File: src/rtl/hazard_stall_ctrl.sv
// Stall/flush control for the D->E pipeline register: GPR read-after-write
// hazards via the Tuse/Tnew rule plus a multiply/divide busy-window interlock.
module hazard_stall_ctrl #(
    parameter int unsigned MULT_CYCLES = 5,
    parameter int unsigned DIV_CYCLES  = 10
) (
    input  logic       clk,
    input  logic       reset,
    input  logic [4:0] D_rs_number,
    input  logic [4:0] D_rt_number,
    input  logic [1:0] D_rs_tuse,
    input  logic [1:0] D_rt_tuse,
    input  logic       D_is_md,
    input  logic [4:0] E_REG_write_number,
    input  logic       E_REG_write_enable,
    input  logic [1:0] E_tnew,
    input  logic [4:0] M_REG_write_number,
    input  logic       M_REG_write_enable,
    input  logic [1:0] M_tnew,
    input  logic       E_md_start,
    input  logic       E_md_is_div,
    output logic       stall,
    output logic       DE_flush,
    output logic       md_busy
);

    localparam int unsigned MAX_CYCLES = (MULT_CYCLES > DIV_CYCLES) ? MULT_CYCLES : DIV_CYCLES;
    localparam int unsigned CNT_W      = $clog2(MAX_CYCLES + 1);

    logic [CNT_W-1:0] md_count_q;
    logic [CNT_W-1:0] md_count_d;
    logic             md_nonzero;
    logic             e_hit_rs;
    logic             m_hit_rs;
    logic             e_hit_rt;
    logic             m_hit_rt;
    logic             stall_rs;
    logic             stall_rt;
    logic             stall_md;

    assign md_nonzero = (md_count_q != '0);

    always_comb begin
        e_hit_rs = E_REG_write_enable && (E_REG_write_number == D_rs_number) && (D_rs_tuse < E_tnew);
        m_hit_rs = M_REG_write_enable && (M_REG_write_number == D_rs_number) && (D_rs_tuse < M_tnew);
        e_hit_rt = E_REG_write_enable && (E_REG_write_number == D_rt_number) && (D_rt_tuse < E_tnew);
        m_hit_rt = M_REG_write_enable && (M_REG_write_number == D_rt_number) && (D_rt_tuse < M_tnew);

        // $0 is hardwired and tuse==3 means the operand is not read at all
        stall_rs = (D_rs_number != 5'd0) && (D_rs_tuse != 2'd3) && (e_hit_rs || m_hit_rs);
        stall_rt = (D_rt_number != 5'd0) && (D_rt_tuse != 2'd3) && (e_hit_rt || m_hit_rt);
        stall_md = D_is_md && (E_md_start || md_nonzero);

        stall    = stall_rs || stall_rt || stall_md;
        DE_flush = stall;
        md_busy  = md_nonzero;
    end

    // A start while already counting is ignored; the countdown saturates at 0
    always_comb begin
        md_count_d = md_count_q;
        if (E_md_start && !md_nonzero) begin
            md_count_d = E_md_is_div ? CNT_W'(DIV_CYCLES) : CNT_W'(MULT_CYCLES);
        end else if (md_nonzero) begin
            md_count_d = md_count_q - CNT_W'(1);
        end
    end

    always_ff @(posedge clk) begin
        if (reset) begin
            md_count_q <= '0;
        end else begin
            md_count_q <= md_count_d;
        end
    end

endmodule

File: config.mk
export PLATFORM = sky130hd
export DESIGN_NAME = hazard_stall_ctrl
export DESIGN_NICKNAME = d
export VERILOG_FILES = /design/src/rtl/hazard_stall_ctrl.sv
export SDC_FILE = /design/constraint.sdc
export NUM_CORES = 1
export LEC_CHECK = 0
export CORE_MARGIN = 2
export CORE_UTILIZATION = 38
export CTS_BUF_LIST = sky130_fd_sc_hd__clkbuf_8
export DETAILED_ROUTE_END_ITERATION = 6
export PLACE_DENSITY = 0.8
export SLEW_MARGIN = 10
export SYNTH_ARGS = -nofsm -noshare
export SYNTH_HDL_FRONTEND = slang
export SYNTH_SLANG_ARGS = --single-unit
File: constraint.sdc
create_clock -name clk -period 2 [get_ports clk]
set_input_delay 0.4 -clock clk [delete_from_list [all_inputs] [get_ports clk]]
set_output_delay 0.4 -clock clk [all_outputs]
set_load 0.02 [all_outputs]
After elaboration in Yosys (flattened, before gate mapping):

Index checks and enable logic that the tools add are counted.

* input port bits: 35
* output and inout bits: 3
* logic and storage cells: 39
* bits in registers: 4

* reduce and logical (&&, ||, !) cells: 24
* eq/ne operators: 6
* add/subtract/negate cells: 1
* mux-type cells: 3
* order comparisons: 4

Operators with widths (number)
* 5-bit equality test: 4
* 1-bit logical AND: 14
* 4-bit two-way mux: 3
* 5-bit nonzero test: 2
* 2-bit < comparator: 4
* 1-bit logical OR: 5
* 2-bit inequality test (second input constant): 2
* 4-bit nonzero test: 1
* 4-bit by 1-bit subtractor with 4-bit output (second input constant): 1
* 2-bit nonzero test: 1
* 1-bit zero test: 1

Logic depth before layout (Yosys ltp):

Gate-level depths: netlist of run 1.

* depth in word-level cells: 7
* depth in mapped cells: 7
* mapped depth without buffers: 6

Least setup slack after synthesis of run 1:

No wires, ideal clock.

* path kind: input port to output port
* start point: in E_tnew[1]
* end point: out stall
* arrival time: 1.682 ns
* required time: 1.600 ns
* cell stages on the path: 7
* path slack: -0.082 ns
* path through: inv_1 ha_1 or2b_1 nor4_1 a22oi_1 o221ai_2 buf_4

* longest elaborated chain between the ends: 6
* elaborated cells between the ends (all ways): 10
* those cells by class: 2 x order compare; 8 x reduce/logical

Ends and longest elaborated chain
* from (decl): RTL line 16 `input logic [1:0] E_tnew,`
* 2-bit < comparator (on tied branches): RTL line 44, 46
* 1-bit logical AND (on tied branches): RTL line 44, 46
* 1-bit logical OR (on tied branches): RTL line 50, 51
* 1-bit logical AND (on tied branches): RTL line 50, 51
* 1-bit logical OR (*) (2 in a row): RTL line 54 `stall = stall_rs || stall_rt || stall_md;`
* to (decl): RTL line 22 `output logic stall,`

Every way passes the cells marked *; elsewhere a longest branch is shown, timed or not.

Worst setup path after layout of run 1:

* start point: in E_REG_write_number[4]
* end point: out DE_flush

* longest elaborated chain between the ends: 7
* elaborated cells between the ends (all ways): 12
* those cells by class: 2 x eq/ne; 10 x reduce/logical

Ends and longest elaborated chain
* from (decl): RTL line 14 `input logic [4:0] E_REG_write_number,`
* 5-bit equality test (on tied branches): RTL line 44, 46
* 1-bit logical AND (on tied branches) (2 in a row): RTL line 44, 46
* 1-bit logical OR (on tied branches): RTL line 50, 51
* 1-bit logical AND (on tied branches): RTL line 50, 51
* 1-bit logical OR (*) (2 in a row): RTL line 54
* to (decl): RTL line 23 `output logic DE_flush,`

Marked as above.

==> results of run 1 <==
## power by group
part / internal [W] / total, W / switching [W] / leakage, nW
Combinational: 0.000228 / 0.000471 / 0.000243 / 0.477
Clock: 0.000129 / 0.000176 / 0.0000474 / 0.0216
Sequential: 0.000114 / 0.000133 / 0.0000188 / 0.0334
## critical path: stages
cell and delay, ns:
dlygate4sd2_1 0.29, xor2_1 0.17, a211oi_2 0.23, a22oi_2 0.13
o221ai_2 0.20, buf_4 0.18
## metal layers
metal	wire [um]	global-route usage, %
met5	0	0
met1	812	23.4
met4	62	20.6
met2	1370	44.6
met3	138	4.08
## how the worst max path moves through the flow
| stage | cells past startpoint | to |
|---|---|---|
| finish | 6 | DE_flush |
| global route | 6 | DE_flush |
| CTS | 8 | DE_flush |
| global placement | 8 | DE_flush |
| detailed placement | 7 | DE_flush |
| floorplan | 7 | stall |
## per-stage QoR
| stage | power [W] | utilization (%) | area, um2 | instances | worst slack (ns) |
|---|---|---|---|---|---|
| detailed placement | 0.000569 | 69.9 | 1060 | 136 | -0.907 |
| CTS | 0.000757 | 78.8 | 1200 | 140 | -0.0583 |
| global placement | 0.000566 | 69.9 | 1060 | 136 | -0.901 |
| floorplan | 0.000369 | - | 629 | 77 | 0.00675 |
| global route | 0.000838 | 82.3 | 1250 | 140 | -0.0881 |
| finish | 0.000780 | 82.3 | 1250 | 140 | 0.00460 |
## Yosys cell counts (all sizes together)
library cell  count  share of area [%]
xor2             20                 28
a211oi            8                9.6
nand2b            7                7.0
ha                6                 12
inv               5                3.0
dfxtp             4                 13
nand2             4                2.4
nor4              4                4.0
o21ai             4                3.8
a21oi             2                1.6
a22oi             2                2.4
nor2              2                1.2
or4               2                3.0
xnor2             2                2.8
a31oi             1                1.0
buf               1                1.2
nor3              1               0.80
o221ai            1                2.4
or2b              1                1.2
## kinds of logic after synthesis
family	count (synthesis)	share of synthesized area, %
AOI/OAI and AO/OA	18	20.8
DFF	4	12.8
and+or+nand+nor	21	19.6
xor gates and xnor gates	22	30.7
adders and majority gates	6	12.0
buffers and inverters	6	4.19
## cell type report
type	instances	area, um2	area share [%]
flip-flops and latches	4	80.1	6.38
multi-input cells	67	727	57.9
clock buffers	3	41.3	3.29
well taps	16	20.0	1.60
inverters	5	23.8	1.89
repair buffers	45	363	28.9
## timing repair
action	CTS	global route
pin swaps	13	10
resized for setup	79	38
setup endpoints to repair	3	2
setup buffers	1	0
==> summary.txt, run 1 <==
Job
  • Maximum Capacitance Violations: 0

Worst hold path
  • Hold Crit Start: md_count_q[3]
  • End of the worst hold path: md_count_q[3]
  • HP Class: flip-flop to flip-flop
  • Hold Path Depth: 2

Clock tree
  • CTS H-tree depth: 1
  • Root buffer cell: clkbuf_8
  • Clock buffer depth: 2
  • Clk Latency, worst-skew pair: 0.22 ns
  • CTS Hold Bufs: 0
  • Clock sinks: 4
  • TritonCTS Buffers: 3
  • CTS tree: yes
  • Worst-path clk slew: 0.03 ns

Pwr
  • Pwr per Cell Area: 622 nW/um2
  • Peak supply drop: 0.000771 V
  • Leak Pwr: 0.532 nW

Yosys
  • Avg Inst Size Synth: 8.14 um2
  • Post-synthesis cell count: 77
  • Register bit total from synthesis: 4
  • Synthesized cell area: 627 um2
  • Synthesized Nets: 118
  • YS warnings: 0
  • Register area share after synthesis: 12.8%
  • Yosys cell types: 22

Setup path
  • CP endpoint kind: output port
  • FF-to-FF End: md_count_q[0]
  • Worst R2R Path Depth: 6
  • Peak fanout along the critical path: 2
  • R2R Setup Slk: 0.81 ns
  • Critical path data required time: 1.60 ns
  • CP startpoint kind: input port
  • Setup CP Type: input port to output port
  • Critical path startpoint: E_REG_write_number[4]
  • WP data arrival: 1.60 ns
  • Reg2Reg Launch Point: md_count_q[1]

Floorplanning
  • # rows: 14
  • Core area: 1520 um2
  • Die height: 44.6 um
  • Width of the die: 44.6 um
  • Starting density of the core: 41.1%
  • Die Area: 1990 um2
  • Num ports: 38

Drt
  • Vias: 754
  • Via-to-Cell Ratio: 5.39
  • Routed wire length: 2.38 mm
  • Final routed DRC violation total: 0
  • DR iter-0 viols: 7
  • Routed len/inst: 17.0 um
  • Post-route antenna net violation count: 0
  • Initial DRT Pass Iterations: 2

Outcome
  • Outcome: finished clean

Timing
  • Setup violations, final: 0
  • Max_slew headroom: 81.1%
  • Worst hold slack: 0.579 ns
  • RSZ-0062 raised after global routing: yes
  • F_max: 501 MHz
  • Final slew viol count: 0
  • Minimum clock period after layout: 2.00 ns
  • Setup Total Neg Slack: 0 ns
  • Tcrit/Tclk final: 99.8%
  • Worst Skew: 0.00503 ns
  • Worst-Margin Slew: 0.283 ns
  • Fin. Hold Viols: 0

Final layout
  • Antenna cells: 0
  • Max reg flops: 4
  • Area added between synthesis and finish: 100%
  • Top reg by flops: md_count_q
  • Final Net Count: 167
  • Share of layout cells above drive strength 1: 46.0%
  • Most common cell after layout, fill and taps aside: xor2_1
  • Biggest regs: md_count_q: 4 flops
  • Commonest non-fill, non-tap cells in the layout: xor2_1, dlygate4sd2_1, clkbuf_2
  • Fillcell total: 103

GRT
  • Residual overflow from global routing: 0
  • Vias in the first global route: 799
  • First-pass GRT wire length: 3.37 mm
  • GRT Overall Usage: 24.5%
  • Largest net degree at the start of global routing: 8
  • Antenna violations before repair: 0

Placement
  • Port bufs: 37
  • Placed wire-length estimate: 1.61 mm
  • Routability cong.: 0.868
(Power assumes the default switching activity.)
==> inputs of run 2 (changes only) <==
- ABC_CLOCK_PERIOD_IN_PS: unset -> 2000
- GPL_TIMING_DRIVEN: unset -> 0
==> summary.txt, run 2 (synthesis results as in run 1) <==
Setup path
  • R2R Setup Slk: 0.72 ns (was 0.81 ns)
  • FF-to-FF End: md_count_q[0] (unchanged)
  • CP startpoint kind: input port (unchanged)
  • CP endpoint kind: output port (unchanged)
  • Crit path capture: stall (was DE_flush)
  • Peak fanout along the critical path: 3 (was 2)
  • Worst path slowest cell: or4_4 (was dlygate4sd2_1)
  • Critical path startpoint: D_rt_number[0] (was E_REG_write_number[4])
  • Worst R2R Path Depth: 5 (was 6)
  • Reg2Reg Launch Point: md_count_q[0] (was md_count_q[1])
  • Crit path buf inv count: 3 (was 2)
  • CP top delay family: buffers and inverters (was compound AO/OA/AOI/OAI gates)
  • WP depth: 6 (unchanged)
  • Critical path data required time: 1.60 ns (about the same)
  • CP peak stage delay: 0.55 ns (was 0.29 ns)
  • Setup CP Type: input port to output port (unchanged)
  • WP data arrival: 1.78 ns (was 1.60 ns)
  • Cell Chain, Critical Path: dlygate4sd2_1 -> or4_4 -> o21ai_2 -> o221ai_2 -> buf_4 -> buf_6 (was dlygate4sd2_1 -> xor2_1 -> a211oi_2 -> a22oi_2 -> o221ai_2 -> buf_4)

Pwr
  • Peak supply drop: 0.000643 V (was 0.000771 V)
  • Comb power frac: 59.8% (was 60.4%)
  • Leak Pwr: 0.528 nW (was 0.532 nW)
  • Pwr per Cell Area: 617 nW/um2 (was 622 nW/um2)
  • Switch Pwr: 0.000303 W (was 0.000309 W)
  • Clock share of power: 22.2% (was 22.6%)
  • Cell-internal power: 0.000447 W (was 0.000471 W)
  • Part of the power in registers: 18.0% (was 17.1%)
  • Sw frac: 40.4% (was 39.7%)

Placement
  • Routability cong.: 0.858 (was 0.868)
  • Port bufs: 37 (unchanged)
  • Placed wire-length estimate: 1.56 mm (was 1.61 mm)

Floorplanning
  • Die height: 44.6 um (unchanged)
  • Core area: 1520 um2 (unchanged)
  • Width of the die: 44.6 um (unchanged)
  • # rows: 14 (unchanged)
  • Die Area: 1990 um2 (unchanged)
  • Num ports: 38 (unchanged)
  • Starting density of the core: 41.1% (unchanged)

GRT
  • First-pass GRT wire length: 3.69 mm (was 3.37 mm)
  • GRT Overall Usage: 25.9% (was 24.5%)
  • Vias in the first global route: 826 (was 799)
  • Largest net degree at the start of global routing: 9 (was 8)
  • Antenna violations before repair: 0 (unchanged)
  • Residual overflow from global routing: 0 (unchanged)

Timing
  • F_max: 458 MHz (was 501 MHz)
  • Max_slew headroom: 79.6% (was 81.1%)
  • Setup Total Neg Slack: -0.291 ns (was 0 ns)
  • RSZ-0062 raised after global routing: yes (unchanged)
  • Setup violations, final: 2 (was 0)
  • Worst-Margin Slew: 0.304 ns (was 0.283 ns)
  • Worst Skew: 0.000829 ns (was 0.00503 ns)
  • Final WS setup: -0.182 ns (was 0.00460 ns)
  • Minimum clock period after layout: 2.18 ns (was 2.00 ns)
  • Worst hold slack: 0.571 ns (was 0.579 ns)
  • Final slew viol count: 0 (unchanged)
  • Tcrit/Tclk final: 109% (was 99.8%)
  • Fin. Hold Viols: 0 (unchanged)

Drt
  • DR iter-0 viols: 20 (was 7)
  • Routed len/inst: 18.3 um (was 17.0 um)
  • Initial DRT Pass Iterations: 4 (was 2)
  • Post-route antenna net violation count: 0 (unchanged)
  • Vias: 760 (was 754)
  • Via-to-Cell Ratio: 5.59 (was 5.39)
  • Routed wire length: 2.49 mm (was 2.38 mm)
  • Final routed DRC violation total: 0 (unchanged)

Final layout
  • Final Core Density: 79.8% (was 82.3%)
  • Biggest regs: md_count_q: 4 flops (unchanged)
  • Antenna cells: 0 (unchanged)
  • Share of layout cells above drive strength 1: 33.3% (was 46.0%)
  • Max reg flops: 4 (unchanged)
  • Commonest non-fill, non-tap cells in the layout: dlygate4sd2_1, xor2_1, nand2b_4 (was xor2_1, dlygate4sd2_1, clkbuf_2)
  • Area added between synthesis and finish: 94.0% (was 100%)
  • Top reg by flops: md_count_q (unchanged)
  • Final Net Count: 163 (was 167)
  • Fillcell total: 96 (was 103)
  • Most common cell after layout, fill and taps aside: dlygate4sd2_1 (was xor2_1)

Clock tree
  • CTS tree: yes (unchanged)
  • TritonCTS Buffers: 3 (unchanged)
  • CTS H-tree depth: 1 (unchanged)
  • Clock buffer depth: 2 (unchanged)
  • Clock sinks: 4 (unchanged)
  • Worst-path clk slew: 0.03 ns (about the same)
  • CTS Hold Bufs: 0 (unchanged)
  • Root buffer cell: clkbuf_8 (unchanged)
  • Clk Latency, worst-skew pair: 0.22 ns (about the same)

Worst hold path
  • HP Class: flip-flop to flip-flop (unchanged)
  • Hold Crit Start: md_count_q[0] (was md_count_q[3])

Outcome
  • Outcome: finished, violations left (was finished clean)
  • Violated checks: setup timing

Job
  • Maximum Capacitance Violations: 0 (unchanged)
run 2: cell types whose count changed in the layout (fill, tap and decap cells not counted), sizes merged:
cell,previous run,this run
buf,13,8
dlymetal6s2s,0,1
clkbuf,15,6
dlygate4sd2,14,23
run 2: through the flow:
step | cells | power [W] | worst slack, ns | instance area (um2)
detailed placement | 130 | 0.000548 | -1.02 | 1020
CTS | 135 | 0.000732 | -0.155 | 1160
global route | 136 | 0.000809 | -0.210 | 1220
floorplan | 77 | 0.000369 | 0.00675 | 629
global placement | 130 | 0.000533 | -0.990 | 1020
finish | 136 | 0.000750 | -0.182 | 1220
run 2: what timing repair did:
| item | 4_1_cts | 5_1_grt |
|---|---|---|
| gates cloned | 0 | 0 |
| pin swaps | 12 | 9 |
| gates resized for setup | 73 | 14 |
| setup endpoints to repair | 3 | 2 |
| endpoints found under the hold margin | 0 | 0 |
| buffers inserted | 2 | 1 |
run 2: per-layer routing:
layer | up-vias | global-route usage (%) | share of wire [%]
li1 | 362 | - | -
met1 | 363 | 27.4 | 39
met2 | 30 | 50.4 | 52
met3 | 5 | 4.90 | 7.4
met4 | 0 | 7.27 | 1.3
met5 | - | 0 | 0
run 2: worst min-delay path by stage:
stage | to | slack (ns) | cells past startpoint
after floorplan | md_count_q[0] | 0.47 | 1
after global placement | md_count_q[0] | 0.54 | 2
after detailed placement | md_count_q[0] | 0.56 | 2
after CTS | md_count_q[0] | 0.57 | 2
after global routing | md_count_q[0] | 0.60 | 2
final | md_count_q[0] | 0.57 | 2
run 2: final cells by class:
cell class / instances / area (um2) / area share [%]
multi-input cells: 67 / 687 / 56.5
repair buffers: 40 / 359 / 29.5
flip-flops and latches: 4 / 80.1 / 6.58
clock buffers: 3 / 41.3 / 3.40
inverters: 5 / 21.3 / 1.75
well taps: 16 / 20.0 / 1.65
plain buffers: 1 / 7.51 / 0.617
run 2: worst min-delay path: stages (launching register included):
cell	delay (ns)
dfxtp_1	0.30
inv_1	0.12
a211oi_1	0.10
run 2: power by group through the flow:
stage | sequential [W] | combinational [W] | clock, W
CTS | 0.000134 | 0.000426 | 0.000172
detailed placement | 0.000136 | 0.000413 | 0
floorplan | 0.000132 | 0.000237 | 0
finish | 0.000135 | 0.000449 | 0.000167
global placement | 0.000134 | 0.000399 | 0
global route | 0.000139 | 0.000492 | 0.000179
==> inputs of run 3 (changes only) <==
- HOLD_SLACK_MARGIN: unset -> 0.02
==> results of run 3 <==
Final layout, timing and power as in run 2 (identical DEF).
